--- config.mk ---
export PLATFORM = sky130hd
export DESIGN_NAME = exec_stage
export DESIGN_NICKNAME = d
export VERILOG_FILES = /design/src/rtl/tiny8_types.sv /design/src/rtl/alu.sv /design/src/rtl/exec_stage.sv
export SDC_FILE = /design/constraint.sdc
export NUM_CORES = 1
export LEC_CHECK = 0
export ABC_AREA = 1
export BUFFER_PORTS_ARGS = -buffer_cell sky130_fd_sc_hd__buf_2
export CORE_MARGIN = 1.5
export CORE_UTILIZATION = 52
export DETAILED_ROUTE_END_ITERATION = 16
export GPL_ROUTABILITY_DRIVEN = 0
export GPL_TIMING_DRIVEN = 0
export PLACE_DENSITY = 0.77
export SLEW_MARGIN = 20
export SYNTH_ARGS = -nofsm -noshare
export SYNTH_HDL_FRONTEND = slang
export SYNTH_SLANG_ARGS = --single-unit
--- constraint.sdc ---
create_clock -name clk -period 1.6 [get_ports clk]
set_input_delay 0.08 -clock clk [delete_from_list [all_inputs] [get_ports clk]]
set_output_delay 0.08 -clock clk [all_outputs]
set_load 0.02 [all_outputs]
--- src/rtl/tiny8_types.sv ---
// Shared tiny8 datapath types: word, ALU opcode, register index and the
// occupancy encoding used by the execute stage's two-entry output buffer.
package tiny8_types;

  localparam int WORD_W = 8;
  localparam int REGIDX_W = 3;

  typedef logic [WORD_W-1:0]   tiny8_word;
  typedef logic [REGIDX_W-1:0] tiny8_regidx;

  // Codes 4..7 are unassigned and produce a zero result.
  typedef enum logic [2:0] {
    ALU_ADD = 3'd0,
    ALU_SUB = 3'd1,
    ALU_DEC = 3'd2,
    ALU_MUL = 3'd3
  } tiny8_aluop;

  typedef enum logic [1:0] {
    ST_EMPTY = 2'd0,
    ST_ONE   = 2'd1,
    ST_TWO   = 2'd2
  } skid_state_e;

endpackage

--- src/rtl/alu.sv ---
// Purely combinational tiny8 ALU; all results wrap modulo 2^8.
module alu
  import tiny8_types::*;
(
  input  tiny8_aluop i_op,
  input  tiny8_word  i_a,
  input  tiny8_word  i_b,
  output tiny8_word  o_f
);

  always_comb begin
    o_f = '0;
    case (i_op)
      ALU_ADD: o_f = i_a + i_b;
      ALU_SUB: o_f = i_a - i_b;
      ALU_DEC: o_f = i_a - 8'd1;
      // Only the low nibble of B takes part in the multiply.
      ALU_MUL: o_f = i_a * {4'h0, i_b[3:0]};
      default: o_f = '0;
    endcase
  end

endmodule

--- src/rtl/exec_stage.sv ---
// tiny8 execute stage: ALU on the input side feeding a main/skid result buffer.
// Define TINY8_ZERO_FLAG_EN to add the out_zero port and its per-entry storage.
module exec_stage
  import tiny8_types::*;
(
  input  logic        clk,
  input  logic        rst_n,
  input  logic        flush,
  input  logic        in_valid,
  output logic        in_ready,
  input  tiny8_aluop  in_aluop,
  input  tiny8_word   in_a,
  input  tiny8_word   in_b,
  input  tiny8_regidx in_rd,
  output logic        out_valid,
  input  logic        out_ready,
  output tiny8_word   out_f,
  output tiny8_regidx out_rd
`ifdef TINY8_ZERO_FLAG_EN
  ,
  output logic        out_zero
`endif
);

  skid_state_e r_state;
  skid_state_e w_next_state;
  logic        r_in_ready;
  tiny8_word   r_main_f;
  tiny8_regidx r_main_rd;
  tiny8_word   r_skid_f;
  tiny8_regidx r_skid_rd;
  tiny8_word   w_alu_f;
  logic        w_accept;
  logic        w_deliver;
  logic        w_load_main_alu;
  logic        w_load_main_skid;
  logic        w_load_skid;
`ifdef TINY8_ZERO_FLAG_EN
  logic        r_main_zero;
  logic        r_skid_zero;
  logic        w_alu_zero;
`endif

  alu u_alu (
    .i_op (in_aluop),
    .i_a  (in_a),
    .i_b  (in_b),
    .o_f  (w_alu_f)
  );

  assign w_accept  = in_valid && r_in_ready;
  assign w_deliver = out_valid && out_ready;
  assign in_ready  = r_in_ready;
  assign out_valid = (r_state != ST_EMPTY);
  assign out_f     = r_main_f;
  assign out_rd    = r_main_rd;
`ifdef TINY8_ZERO_FLAG_EN
  assign w_alu_zero = (w_alu_f == '0);
  assign out_zero   = r_main_zero;
`endif

  always_comb begin
    w_next_state     = r_state;
    w_load_main_alu  = 1'b0;
    w_load_main_skid = 1'b0;
    w_load_skid      = 1'b0;
    if (flush) begin
      w_next_state = ST_EMPTY;
    end else begin
      case (r_state)
        ST_EMPTY: begin
          if (w_accept) begin
            w_next_state    = ST_ONE;
            w_load_main_alu = 1'b1;
          end
        end
        ST_ONE: begin
          if (w_accept && w_deliver) begin
            w_load_main_alu = 1'b1;
          end else if (w_accept) begin
            w_next_state = ST_TWO;
            w_load_skid  = 1'b1;
          end else if (w_deliver) begin
            w_next_state = ST_EMPTY;
          end
        end
        ST_TWO: begin
          if (w_deliver) begin
            w_next_state     = ST_ONE;
            w_load_main_skid = 1'b1;
          end
        end
        default: w_next_state = ST_EMPTY;
      endcase
    end
  end

  // in_ready is its own flop so upstream never sees a combinational path.
  always_ff @(posedge clk or negedge rst_n) begin
    if (!rst_n) begin
      r_state    <= ST_EMPTY;
      r_in_ready <= 1'b1;
    end else begin
      r_state    <= w_next_state;
      r_in_ready <= (w_next_state != ST_TWO);
    end
  end

  always_ff @(posedge clk or negedge rst_n) begin
    if (!rst_n) begin
      r_main_f    <= '0;
      r_main_rd   <= '0;
`ifdef TINY8_ZERO_FLAG_EN
      r_main_zero <= 1'b1;
`endif
    end else if (w_load_main_alu) begin
      r_main_f    <= w_alu_f;
      r_main_rd   <= in_rd;
`ifdef TINY8_ZERO_FLAG_EN
      r_main_zero <= w_alu_zero;
`endif
    end else if (w_load_main_skid) begin
      r_main_f    <= r_skid_f;
      r_main_rd   <= r_skid_rd;
`ifdef TINY8_ZERO_FLAG_EN
      r_main_zero <= r_skid_zero;
`endif
    end
  end

  // Skid contents are only observed in TWO, so they need no reset.
  always_ff @(posedge clk) begin
    if (w_load_skid) begin
      r_skid_f    <= w_alu_f;
      r_skid_rd   <= in_rd;
`ifdef TINY8_ZERO_FLAG_EN
      r_skid_zero <= w_alu_zero;
`endif
    end
  end

endmodule

==> metrics.md, run 1 <==
| Metric | Value |
|---|---|
| Final worst setup slack | -0.684 ns |
| Number of clock sinks | 25 |
| #FFs+latches synth | 25 |
| Final Cycle Share | 143% |
| Max Buffers Root-to-Sink | 2 |
| Core ar. | 0.00447 mm2 |
| Crit Path Category | in2reg |
| Largest family of logic cells by synthesized area | simple AND/OR/NAND/NOR gates |
| LEAKAGE | 1.66 nW |
| Max-cap violation count | 0 |
| Clock Power Share | about 17% |
| FMAX | 438 MHz |
| Post-synthesis compound-gate area fraction | 10.3% |
| Vias in the first global route | roughly 2200 |
| GRT Max-Usage Layer | met2 |
| Die Wd | 72.0 um |
| Crit-path max cell delay | 0.52 ns |
| Failing checks | setup timing |
| Drc violations | 0 |
| Avg WL per Cell | between 10 and 15 um |
| Psw | approximately 900 uW |
| Synth-to-layout area growth | 27.2% |
| Outcome | finished, violations left |
| Final Setup Violations | 10 |
| Simple-Gate Fraction of Synth Area | between 30% and 40% |
| Classification of the worst-slack hold path | in2reg |
| DRT iter0 DRCs | 127 |
| Crit-path cells | buf_12 > nand2_4 > fa_1 > inv_1 > fa_1 > inv_1 > fa_2 > o21ai_2 > a21oi_2 > xnor2_2 > nand2_1 > o21ai_2 > o21bai_1 > nand2_1 |
| Crit path arrival time | ~2.5 ns |
| Slew @ Worst Pin | 0.363 ns |
| Int Pwr | between 1 and 1.5 mW |
| Switching Share | 39.3% |
| Synth Area in XOR/XNOR | 2.48% |
| Syn Area/Cell | 7.59 um2 |
| Syn Nets | ~380 |
| Final Core Density | slightly above 70% |
| Fin cells | 432 |
| Synth Cell Area | 0.00247 mm2 |
| Distinct cell type count after synthesis | 39 |
| Grt met1 use | 30.7% |
| Global router's overall resource usage | 23.8% |
| Slowest cell on crit path | fa_1 |
| Register clock-pin slew on the reported worst setup and hold paths | 0.09 ns |
| Post-synthesis mux area share | 0% |
| Yosys warnings | 0 |
| Antenna-violating nets left | 0 |
| Cells after Synth | 326 |
| Crit Path Max Fanout | 5 |
| Wire length of the first global-routing pass | 9850 um |
| Met3 capacity usage during global routing | under 10% |
| Critical path data required time | 1.76 ns |
| Place WS | -1.08 ns |
| Seq/Total Area, Yosys | 27.6% |
| Ratio of cells with drive above 1 in the final layout | 33.9% |
| Logic gate share of total power | 49.3% |
| Initial antenna violation count | 0 |
| WL final | 5920 um |
| Fillers | 350 |
| DRT Pass-1 Iters | 5 |
| Die outline area | just over 0.005 mm2 |
| HPWL Detailed | roughly 4200 um |
| Hold WS | 0.0680 ns |
| Number of port buffers | 35 |
| Adder-cell share of the synthesized area | 16.2% |
| Power per cell area | 730 mW/mm2 |
| Grt ovf | 0 |
| Diodes inserted | 0 |
| Vias/cell | about 5.4 |
| CP endpoint kind | register |
| CTS tree | done |
| Worst Skew | 0.0107 ns |
| Final Hold Vio Count | 0 |
| Chip Height | roughly 72 um |
| Commonest non-fill, non-tap cell in the layout | nand2_1 |
| RSZ-0062 raised after global routing | true |
| Nets | around 430 |
| Placed Cells | roughly 410 |
| Via Count | 2323 |
| Commonest cells after routing, fill and taps aside | nand2_1, inv_1, buf_2, nand3_1 |
| Row cnt | 24 |
| Number of synthesized flops with an enable pin | 11 |
| Max VDD drop | 422 uV |
| Io pins | 40 |
| Worst rel slew slack | 75.8% |
| Reg power frac | 33.8% |
| CP startpoint kind | primary input |
| Htree depth | 1 |
| Asr flop ratio synth | between 50% and 60% |
| Clock root cell | clkbuf_8 |
| Slew Viols, Final | 0 |
| Initial Util | 55.3% |
| Pin count of the biggest net entering global routing | 16 |
| Met2 usage in global routing | 42.8% |
| CTS buffer count | 3 |
| Top FF cell, synth | dfrtp_1 |
| Clk_lat worst skew | between 0.2 and 0.3 ns |
| Min Tclk post-route | 2.28 ns |
[synthesized netlist by cell type, types with 2 or more instances]
library cell	count	area [um2]
nand2_4	5	56.3
nor2_4	3	33.8
buf_6	5	56.3
xor2_1	4	35.0
nand3_2	4	40.0
edfxtp_1	11	330
a21oi_1	16	80.1
nor2_1	12	45.0
nand2_1	87	327
o21ai_1	2	10.0
inv_1	63	236
buf_2	2	10.0
nand3_1	22	110
nand4_1	4	25.0
nand3_4	2	35.0
xnor2_1	3	26.3
dfrtp_1	13	325
ha_1	16	200
nand2_2	4	25.0
fa_1	10	200
o21ai_0	17	85.1
nand3b_1	2	15.0
inv_2	3	11.3
[power groups by stage]
stage	logic [mW]	clock network [mW]	registers, mW
floorplan	0.626	0	0.858
global placement	0.922	0	0.784
detailed placement	0.944	0	0.788
CTS	1.05	0.381	0.774
global route	1.26	0.411	0.780
finish	1.13	0.389	0.775
[critical path, delay by kind of cell]
kind,cells,cell delay (ns)
buffers and inverters,3,0.21
AND/OR/NAND/NOR,3,0.17
AO/OA/AOI/OAI,4,0.45
XOR/XNOR,1,0.14
adder cells (fa/ha/maj),3,1.38
[layer usage]
layer / wire [um] / vias up
met4: 138 / 0
met5: 0 / -
met2: 3040 / 87
li1: - / 1137
met3: 305 / 19
met1: 2440 / 1080
[cell families after synthesis]
group                    count (synthesis)
adder cells (fa/ha/maj)                 26
flip-flops                              25
buffers and inverters                   76
AND/OR/NAND/NOR                        148
AO/OA/AOI/OAI                           44
XOR/XNOR                                 7
[path summary, 6_finish.rpt]
kind / startpoint / endpoint / slack (ns) / cells after the start
max in group asynchronous: rst_n / in_ready$_DFF_PN1_ / 1.08 / 2
min reg2reg: out_f[6]$_DFFE_PN0P_ / out_f[6]$_DFFE_PN0P_ / 0.48 / 2
min: flush / r_state[1]$_DFF_PN0_ / 0.07 / 2
min in group asynchronous: rst_n / out_f[2]$_DFFE_PN0P_ / 0.22 / 2
max: in_b[3] / out_f[6]$_DFFE_PN0P_ / -0.68 / 14
max reg2reg: in_ready$_DFF_PN1_ / out_f[6]$_DFFE_PN0P_ / 0.10 / 8
[sequential cells by signal, summed over array words and instances, names as in the netlist]
register,cells
in_ready,1
out_f,8
out_rd,3
r_skid_f,8
r_skid_rd,3
r_state,2
[layout make-up]
cell class	instances	area, um2	share of cell area, %
tap	52	65.1	2.07
timing repair buffer	50	348	11.0
clock inverter	1	7.51	0.238
buffer	7	92.6	2.94
inverter	69	270	8.59
clock buffer	3	41.3	1.31
sequential	25	682	21.7
multi-input combinational	225	1640	52.1
[through the flow]
stage	cell area, um2	setup TNS, ns	power, mW
after floorplan	2550	-6.94	1.48
after global placement	2790	-9.90	1.71
after detailed placement	2790	-10.49	1.73
after CTS	3060	-5.24	2.20
after global routing	3150	-6.83	2.45
final	3150	-5.69	2.30
[repair_timing]
action | CTS | global route
pin swaps | 15 | 13
setup endpoints to repair | 26 | 16
setup buffers | 9 | 2
hold buffers | 3 | 1
resized for setup | 34 | 16
endpoints found under the hold margin | 15 | 1
Power figures use the tool's default switching activity.
==> run 2: changes to the inputs <==
--- a/config.mk
+++ b/config.mk
@@ -8,11 +8,11 @@
 export ABC_AREA = 1
 export BUFFER_PORTS_ARGS = -buffer_cell sky130_fd_sc_hd__buf_2
 export CORE_MARGIN = 1.5
-export CORE_UTILIZATION = 52
+export CORE_UTILIZATION = 48
 export DETAILED_ROUTE_END_ITERATION = 16
 export GPL_ROUTABILITY_DRIVEN = 0
 export GPL_TIMING_DRIVEN = 0
-export PLACE_DENSITY = 0.77
+export PLACE_DENSITY = 0.72
 export SLEW_MARGIN = 20
 export SYNTH_ARGS = -nofsm -noshare
 export SYNTH_HDL_FRONTEND = slang
==> run 2 against run 1 <==
Compared with the run above:
- combinational power hardly changed
- critical endpoint unchanged
- largest cell class unchanged
- the run still ends with setup timing left
- fmax is 1.2% lower
- flip-flop and latch count stayed put
- design area is 2.2% higher
- first-iteration DRC count is 12% higher
- utilization is 4.0 points lower
==> metrics.md, run 2 (synthesis gave the netlist of run 1 again) <==
| Metric | Value |
|---|---|
| Die Wd | 74.8 um (was 72.0 um) |
| Chip Height | 74.8 um (was 72.0 um) |
| Core ar. | 0.00485 mm2 (was 0.00447 mm2) |
| CP startpoint kind | primary input (unchanged) |
| Final worst setup slack | -0.712 ns (was -0.684 ns) |
| Commonest cells after routing, fill and taps aside | nand2_1, inv_1, buf_2, nand3_1, buf_4 (was nand2_1, inv_1, buf_2, nand3_1) |
| Pin count of the biggest net entering global routing | 15 (was 16) |
| Min Tclk post-route | 2.31 ns (was 2.28 ns) |
| Row cnt | 25 (was 24) |
| DRT Pass-1 Iters | 4 (was 5) |
| Clock root cell | clkbuf_8 (unchanged) |
| Via Count | 2316 (was 2323) |
| Reg power frac | 34.1% (was 33.8%) |
| Worst Skew | 0.00755 ns (was 0.0107 ns) |
| Final Core Density | 66.4% (was 70.4%) |
| Clk_lat worst skew | 0.27 ns (about the same) |
| Fillers | 401 (was 350) |
| Slew @ Worst Pin | 0.350 ns (was 0.363 ns) |
| Final TNS setup | -5.80 ns (was -5.69 ns) |
| R2r setup slk | 0.10 ns (about the same) |
| R2R cell count | 11 (was 8) |
| Commonest non-fill, non-tap cell in the layout | nand2_1 (unchanged) |
| WL final | 5850 um (was 5920 um) |
| Reg2reg end | out_f[5]$_DFFE_PN0P_ (was out_f[6]$_DFFE_PN0P_) |
| Final Setup Violations | 10 (unchanged) |
| Synth-to-layout area growth | 30.0% (was 27.2%) |
| LEAKAGE | 1.70 nW (was 1.66 nW) |
| HP Start | in_rd[2] (was flush) |
| Initial Util | 51.0% (was 55.3%) |
| Worst Hold End | r_skid_rd[2]$_DFFE_PP_ (was r_state[1]$_DFF_PN0_) |
| Max VDD drop | 407 uV (was 422 uV) |
| GRT Max-Usage Layer | met2 (unchanged) |
| Fin cells | 455 (was 432) |
| Register clock-pin slew on the reported worst setup and hold paths | 0.09 ns (about the same) |
| Crit path arrival time | 2.48 ns (was 2.45 ns) |
| Number of clock sinks | 25 (unchanged) |
| Classification of the worst-slack hold path | in2reg (unchanged) |
| Die outline area | 0.00560 mm2 (was 0.00518 mm2) |
| Max Buffers Root-to-Sink | 2 (unchanged) |
| FMAX | 432 MHz (was 438 MHz) |
| Failing checks | setup timing (unchanged) |
| Outcome | finished, violations left (unchanged) |
| Drc violations | 0 (unchanged) |
| Worst rel slew slack | 76.6% (was 75.8%) |
| Htree depth | 1 (unchanged) |
| Switching Share | 38.6% (was 39.3%) |
| Final Hold Vio Count | 0 (unchanged) |
| Crit-path cells | buf_12 > nand2_4 > inv_4 > fa_1 > inv_1 > fa_1 > inv_2 > ha_4 > inv_2 > o21ai_2 > a21oi_2 > xnor2_1 > nand2_1 > o21ai_2 > o21bai_1 > nand2_1 (was buf_12 > nand2_4 > fa_1 > inv_1 > fa_1 > inv_1 > fa_2 > o21ai_2 > a21oi_2 > xnor2_2 > nand2_1 > o21ai_2 > o21bai_1 > nand2_1) |
| Placed Cells | 428 (was 413) |
| CP endpoint kind | register (unchanged) |
| Grt ovf | 0 (unchanged) |
| Psw | 875 uW (was 903 uW) |
| Antenna-violating nets left | 0 (unchanged) |
| Met3 capacity usage during global routing | 2.54% (was 2.64%) |
| HPWL Detailed | 4290 um (was 4220 um) |
| Max-cap violation count | 0 (unchanged) |
| Initial antenna violation count | 0 (unchanged) |
| Reg2reg start | in_ready$_DFF_PN1_ (unchanged) |
| RSZ-0062 raised after global routing | true (unchanged) |
| Vias/cell | 5.09 (was 5.38) |
| Crit Path Max Fanout | 7 (was 5) |
| Logic gate share of total power | 49.4% (was 49.3%) |
| Wire length of the first global-routing pass | 9160 um (was 9850 um) |
| Slowest cell on crit path | fa_1 (unchanged) |
| Number of port buffers | 35 (unchanged) |
| Hold WS | 0.000532 ns (was 0.0680 ns) |
| Buffers & Inverters on Critical Path | 5 (was 3) |
| Crit-path max cell delay | 0.54 ns (was 0.52 ns) |
| Critical path data required time | 1.77 ns (was 1.76 ns) |
| Crit Path Category | in2reg (unchanged) |
| Slew Viols, Final | 0 (unchanged) |
| Final Cycle Share | 145% (was 143%) |
| Hold-critical path depth | 1 (was 2) |
| DRT iter0 DRCs | 142 (was 127) |
| Global router's overall resource usage | 21.2% (was 23.8%) |
| CTS tree | done (unchanged) |
| Power per cell area | 705 mW/mm2 (was 730 mW/mm2) |
| CTS buffer count | 3 (unchanged) |
| Ratio of cells with drive above 1 in the final layout | 35.1% (was 33.9%) |
| Diodes inserted | 0 (unchanged) |
| Grt met1 use | 27.6% (was 30.7%) |
| Nets | 442 (was 434) |
| Met2 usage in global routing | 37.6% (was 42.8%) |
| Avg WL per Cell | 12.9 um (was 13.7 um) |
| Crit-path leading delay family | adder cells (unchanged) |
| Clock Power Share | 16.5% (was 17.0%) |
| Io pins | 40 (unchanged) |
| Int Pwr | 1.39 mW (about the same) |
| Vias in the first global route | 2075 (was 2229) |
==> run 2: changes by cell type in the layout (fill, tap and decap cells not counted), sizes merged <==
cell | previous run | this run
dlygate4sd3 | 4 | 3
buf | 53 | 61
clkinv | 1 | 2
clkinvlp | 1 | 0
clkbuf | 3 | 4
==> run 2: layout make-up <==
cell class	count	area (um2)	share of cell area, %
clock inverters	1	5.00	0.156
clock buffers	3	41.3	1.28
plain buffers	7	95.1	2.95
multi-input cells	225	1640	51.0
inverters	69	273	8.48
flip-flops and latches	25	682	21.2
repair buffers	58	398	12.4
well taps	67	83.8	2.60
==> run 2: through the flow <==
stage / setup slack (ns) / total power, mW / area [um2]
after floorplan: -0.798 / 1.48 / 2550
after global placement: -1.04 / 1.71 / 2810
after detailed placement: -1.07 / 1.74 / 2810
after CTS: -0.706 / 2.19 / 3040
after global routing: -0.858 / 2.44 / 3220
final: -0.712 / 2.27 / 3220
==> run 2: worst max path at each step <==
stage / from / endpoint / slack [ns] / cells past startpoint
finish: in_b[1] / out_f[6]$_DFFE_PN0P_ / -0.71 / 16
detailed placement: in_a[0] / out_f[6]$_DFFE_PN0P_ / -1.07 / 14
global route: in_b[1] / out_f[6]$_DFFE_PN0P_ / -0.86 / 16
floorplan: in_b[1] / out_f[6]$_DFFE_PN0P_ / -0.80 / 16
CTS: in_b[2] / out_f[6]$_DFFE_PN0P_ / -0.71 / 14
global placement: in_a[0] / out_f[6]$_DFFE_PN0P_ / -1.04 / 14
==> run 2: power groups by stage <==
stage | clock, mW | sequential [mW] | combinational [mW]
finish | 0.374 | 0.774 | 1.12
global route | 0.398 | 0.781 | 1.26
CTS | 0.377 | 0.774 | 1.04
floorplan | 0 | 0.858 | 0.626
detailed placement | 0 | 0.788 | 0.950
global placement | 0 | 0.785 | 0.928
==> run 2: layer usage <==
layer | vias to the layer above | wire length [um]
met5 | - | 0
met3 | 4 | 226
met2 | 58 | 3060
met1 | 1103 | 2510
met4 | 0 | 48
li1 | 1151 | -
==> run 2: what timing repair did <==
item | 4_1_cts | 5_1_grt
endpoints found under the setup margin | 23 | 17
gates resized for setup | 24 | 25
endpoints found under the hold margin | 16 | 0
hold buffers | 3 | 0
buffers inserted | 8 | 12
pin swaps | 16 | 22
==> run 2: worst register-to-register path: cells and delay by family, from the launching register on <==
family / cells / cell delay [ns]
and+or+nand+nor: 7 / 0.55
DFF: 1 / 0.55
buffers and inverters: 4 / 0.30
==> run 3: changes to the inputs <==
--- a/config.mk
+++ b/config.mk
@@ -8,11 +8,10 @@
 export ABC_AREA = 1
 export BUFFER_PORTS_ARGS = -buffer_cell sky130_fd_sc_hd__buf_2
 export CORE_MARGIN = 1.5
-export CORE_UTILIZATION = 48
+export CORE_UTILIZATION = 30
 export DETAILED_ROUTE_END_ITERATION = 16
 export GPL_ROUTABILITY_DRIVEN = 0
 export GPL_TIMING_DRIVEN = 0
-export PLACE_DENSITY = 0.72
 export SLEW_MARGIN = 20
 export SYNTH_ARGS = -nofsm -noshare
 export SYNTH_HDL_FRONTEND = slang
==> run 3 against run 2 <==
Compared with the run above:
- the flow still finishes with violations (setup timing)
- global-route usage down 7.8 points
- wire length down 3.0%
- worst hold slack better by 0.067 ns
- fmax up 1.5%
- total power down 0.42%
- via count down 5.8%
- die area up 57%
- sequential power about the same
==> metrics.md, run 3 (synthesis gave the netlist of run 1 again) <==
| Metric | Value |
|---|---|
| Failing checks | setup timing (unchanged) |
| HPWL Detailed | 4360 um (was 4290 um) |
| Buffers & Inverters on Critical Path | 4 (was 5) |
| Clock root cell | clkbuf_8 (unchanged) |
| Critical path data required time | 1.63 ns (was 1.77 ns) |
| Ratio of cells with drive above 1 in the final layout | 34.7% (was 35.1%) |
| Slew Viols, Final | 0 (unchanged) |
| Met3 capacity usage during global routing | 1.38% (was 2.54%) |
| R2R cell count | 11 (unchanged) |
| Wire length of the first global-routing pass | 9660 um (was 9160 um) |
| Clk_lat worst skew | 0.27 ns (about the same) |
| Io pins | 40 (unchanged) |
| WL final | 5670 um (was 5850 um) |
| Grt ovf | 0 (unchanged) |
| Nets | 437 (was 442) |
| RSZ-0062 raised after global routing | true (unchanged) |
| DRT Pass-1 Iters | 4 (unchanged) |
| Crit-path cells | buf_12 > buf_8 > nand2_2 > fa_1 > inv_2 > fa_2 > ha_4 > a21oi_1 > nand3_2 > inv_1 > nand2_1 > nand3_2 > nand2_2 (was buf_12 > nand2_4 > inv_4 > fa_1 > inv_1 > fa_1 > inv_2 > ha_4 > inv_2 > o21ai_2 > a21oi_2 > xnor2_1 > nand2_1 > o21ai_2 > o21bai_1 > nand2_1) |
| Fin cells | 485 (was 455) |
| Max VDD drop | 330 uV (was 407 uV) |
| Slowest cell on crit path | fa_2 (was fa_1) |
| Pin count of the biggest net entering global routing | 15 (unchanged) |
| Number of clock sinks | 25 (unchanged) |
| Classification of the worst-slack hold path | in2reg (unchanged) |
| Global router's overall resource usage | 13.4% (was 21.2%) |
| Commonest cells after routing, fill and taps aside | nand2_1, inv_1, buf_2, nand3_1, dfrtp_1 (was nand2_1, inv_1, buf_2, nand3_1, buf_4) |
| Final TNS setup | -5.60 ns (was -5.80 ns) |
| Crit Path Category | in2reg (unchanged) |
| Met2 usage in global routing | 22.9% (was 37.6%) |
| Via Count | 2182 (was 2316) |
| Min Tclk post-route | 2.28 ns (was 2.31 ns) |
| Final Core Density | 41.1% (was 66.4%) |
| Final Cycle Share | 142% (was 145%) |
| Synth-to-layout area growth | 30.4% (was 30.0%) |
| Drc violations | 0 (unchanged) |
| Htree depth | 1 (unchanged) |
| Final Hold Vio Count | 0 (unchanged) |
| Die outline area | 0.00880 mm2 (was 0.00560 mm2) |
| Crit-path max cell delay | 0.60 ns (was 0.54 ns) |
| CTS buffer count | 3 (unchanged) |
| Die Wd | 93.8 um (was 74.8 um) |
| Row cnt | 32 (was 25) |
| Commonest non-fill, non-tap cell in the layout | nand2_1 (unchanged) |
| Hold-critical path depth | 2 (was 1) |
| Chip Height | 93.8 um (was 74.8 um) |
| Register clock-pin slew on the reported worst setup and hold paths | 0.09 ns (about the same) |
| Worst Skew | 0.00271 ns (was 0.00755 ns) |
| Vias in the first global route | 2147 (was 2075) |
| CP endpoint kind | register (unchanged) |
| Worst rel slew slack | 77.3% (was 76.6%) |
| CTS tree | done (unchanged) |
| Placed Cells | 463 (was 428) |
| Vias/cell | 4.50 (was 5.09) |
| Antenna-violating nets left | 0 (unchanged) |
| Final Setup Violations | 10 (unchanged) |
| Initial Util | 31.5% (was 51.0%) |
| Core ar. | 0.00785 mm2 (was 0.00485 mm2) |
| Avg WL per Cell | 11.7 um (was 12.9 um) |
| Final worst setup slack | -0.679 ns (was -0.712 ns) |
| Fillers | 834 (was 401) |
| Slew @ Worst Pin | 0.340 ns (was 0.350 ns) |
| Crit path arrival time | 2.31 ns (was 2.48 ns) |
| DRT iter0 DRCs | 70 (was 142) |
| Max-cap violation count | 0 (unchanged) |
| Place WS | -1.12 ns (was -1.07 ns) |
| LEAKAGE | 1.67 nW (was 1.70 nW) |
| Initial antenna violation count | 0 (unchanged) |
| WP depth | 13 (was 16) |
| FMAX | 439 MHz (was 432 MHz) |
| Crit-path leading delay family | adder cells (unchanged) |
| Crit Path Max Fanout | 5 (was 7) |
| CP startpoint kind | primary input (unchanged) |
| Diodes inserted | 0 (unchanged) |
| Number of port buffers | 35 (unchanged) |
| Power per cell area | 700 mW/mm2 (was 705 mW/mm2) |
| Outcome | finished, violations left (unchanged) |
| Grt met1 use | 18.4% (was 27.6%) |
| Max Buffers Root-to-Sink | 2 (unchanged) |
| GRT Max-Usage Layer | met2 (unchanged) |
==> run 3: cell types whose count changed in the layout (fill, tap and decap cells not counted), sizes merged <==
cell,previous run,this run
buf,61,55
dlygate4sd3,3,4
==> run 3: layer usage <==
layer | vias up | wire, um
met4 | 0 | 41
li1 | 1146 | -
met5 | - | 0
met1 | 989 | 2750
met3 | 5 | 172
met2 | 42 | 2710
==> run 3: area by class of cell <==
type,count,area (um2),share of cell area (%)
multi-input cells,225,1630,50.6
flip-flops and latches,25,682,21.1
repair buffers,53,375,11.6
inverters,69,270,8.37
well taps,102,128,3.95
plain buffers,7,92.6,2.87
clock buffers,3,41.3,1.28
clock inverters,1,5.00,0.155
==> run 3: power breakdown <==
| group | switching, mW | internal [mW] |
|---|---|---|
| combinational | 0.635 | 0.474 |
| clock | 0.201 | 0.174 |
| sequential | 0.0324 | 0.742 |
| total | 0.869 | 1.39 |
==> run 3: what timing repair did <==
action	CTS	global route
endpoints found under the setup margin	23	17
gates resized for setup	28	25
pin swaps	12	14
buffers inserted	10	4
hold buffers	1	3
endpoints found under the hold margin	14	3
==> run 3: path summary, 6_finish.rpt <==
path                       slack, ns                     to                 start
setup reg to reg                0.11   out_f[5]$_DFFE_PN0P_    in_ready$_DFF_PN1_
hold reg to reg                 0.49   out_f[2]$_DFFE_PN0P_  out_f[2]$_DFFE_PN0P_
max in group asynchronous       1.08     in_ready$_DFF_PN1_                 rst_n
setup / recovery               -0.68  r_skid_f[7]$_DFFE_PP_               in_b[2]
hold / removal                  0.07   r_state[1]$_DFF_PN0_                 flush
min in group asynchronous       0.23   out_f[4]$_DFFE_PN0P_                 rst_n
==> run 3: through the flow <==
step | hold slack [ns] | area (um2) | total power [mW]
after detailed placement | -0.000132 | 2850 | 1.74
after CTS | 0.00142 | 3090 | 2.20
final | 0.0680 | 3230 | 2.26
after floorplan | -0.216 | 2550 | 1.48
after global routing | 0.0532 | 3230 | 2.45
after global placement | 0.0000688 | 2850 | 1.72
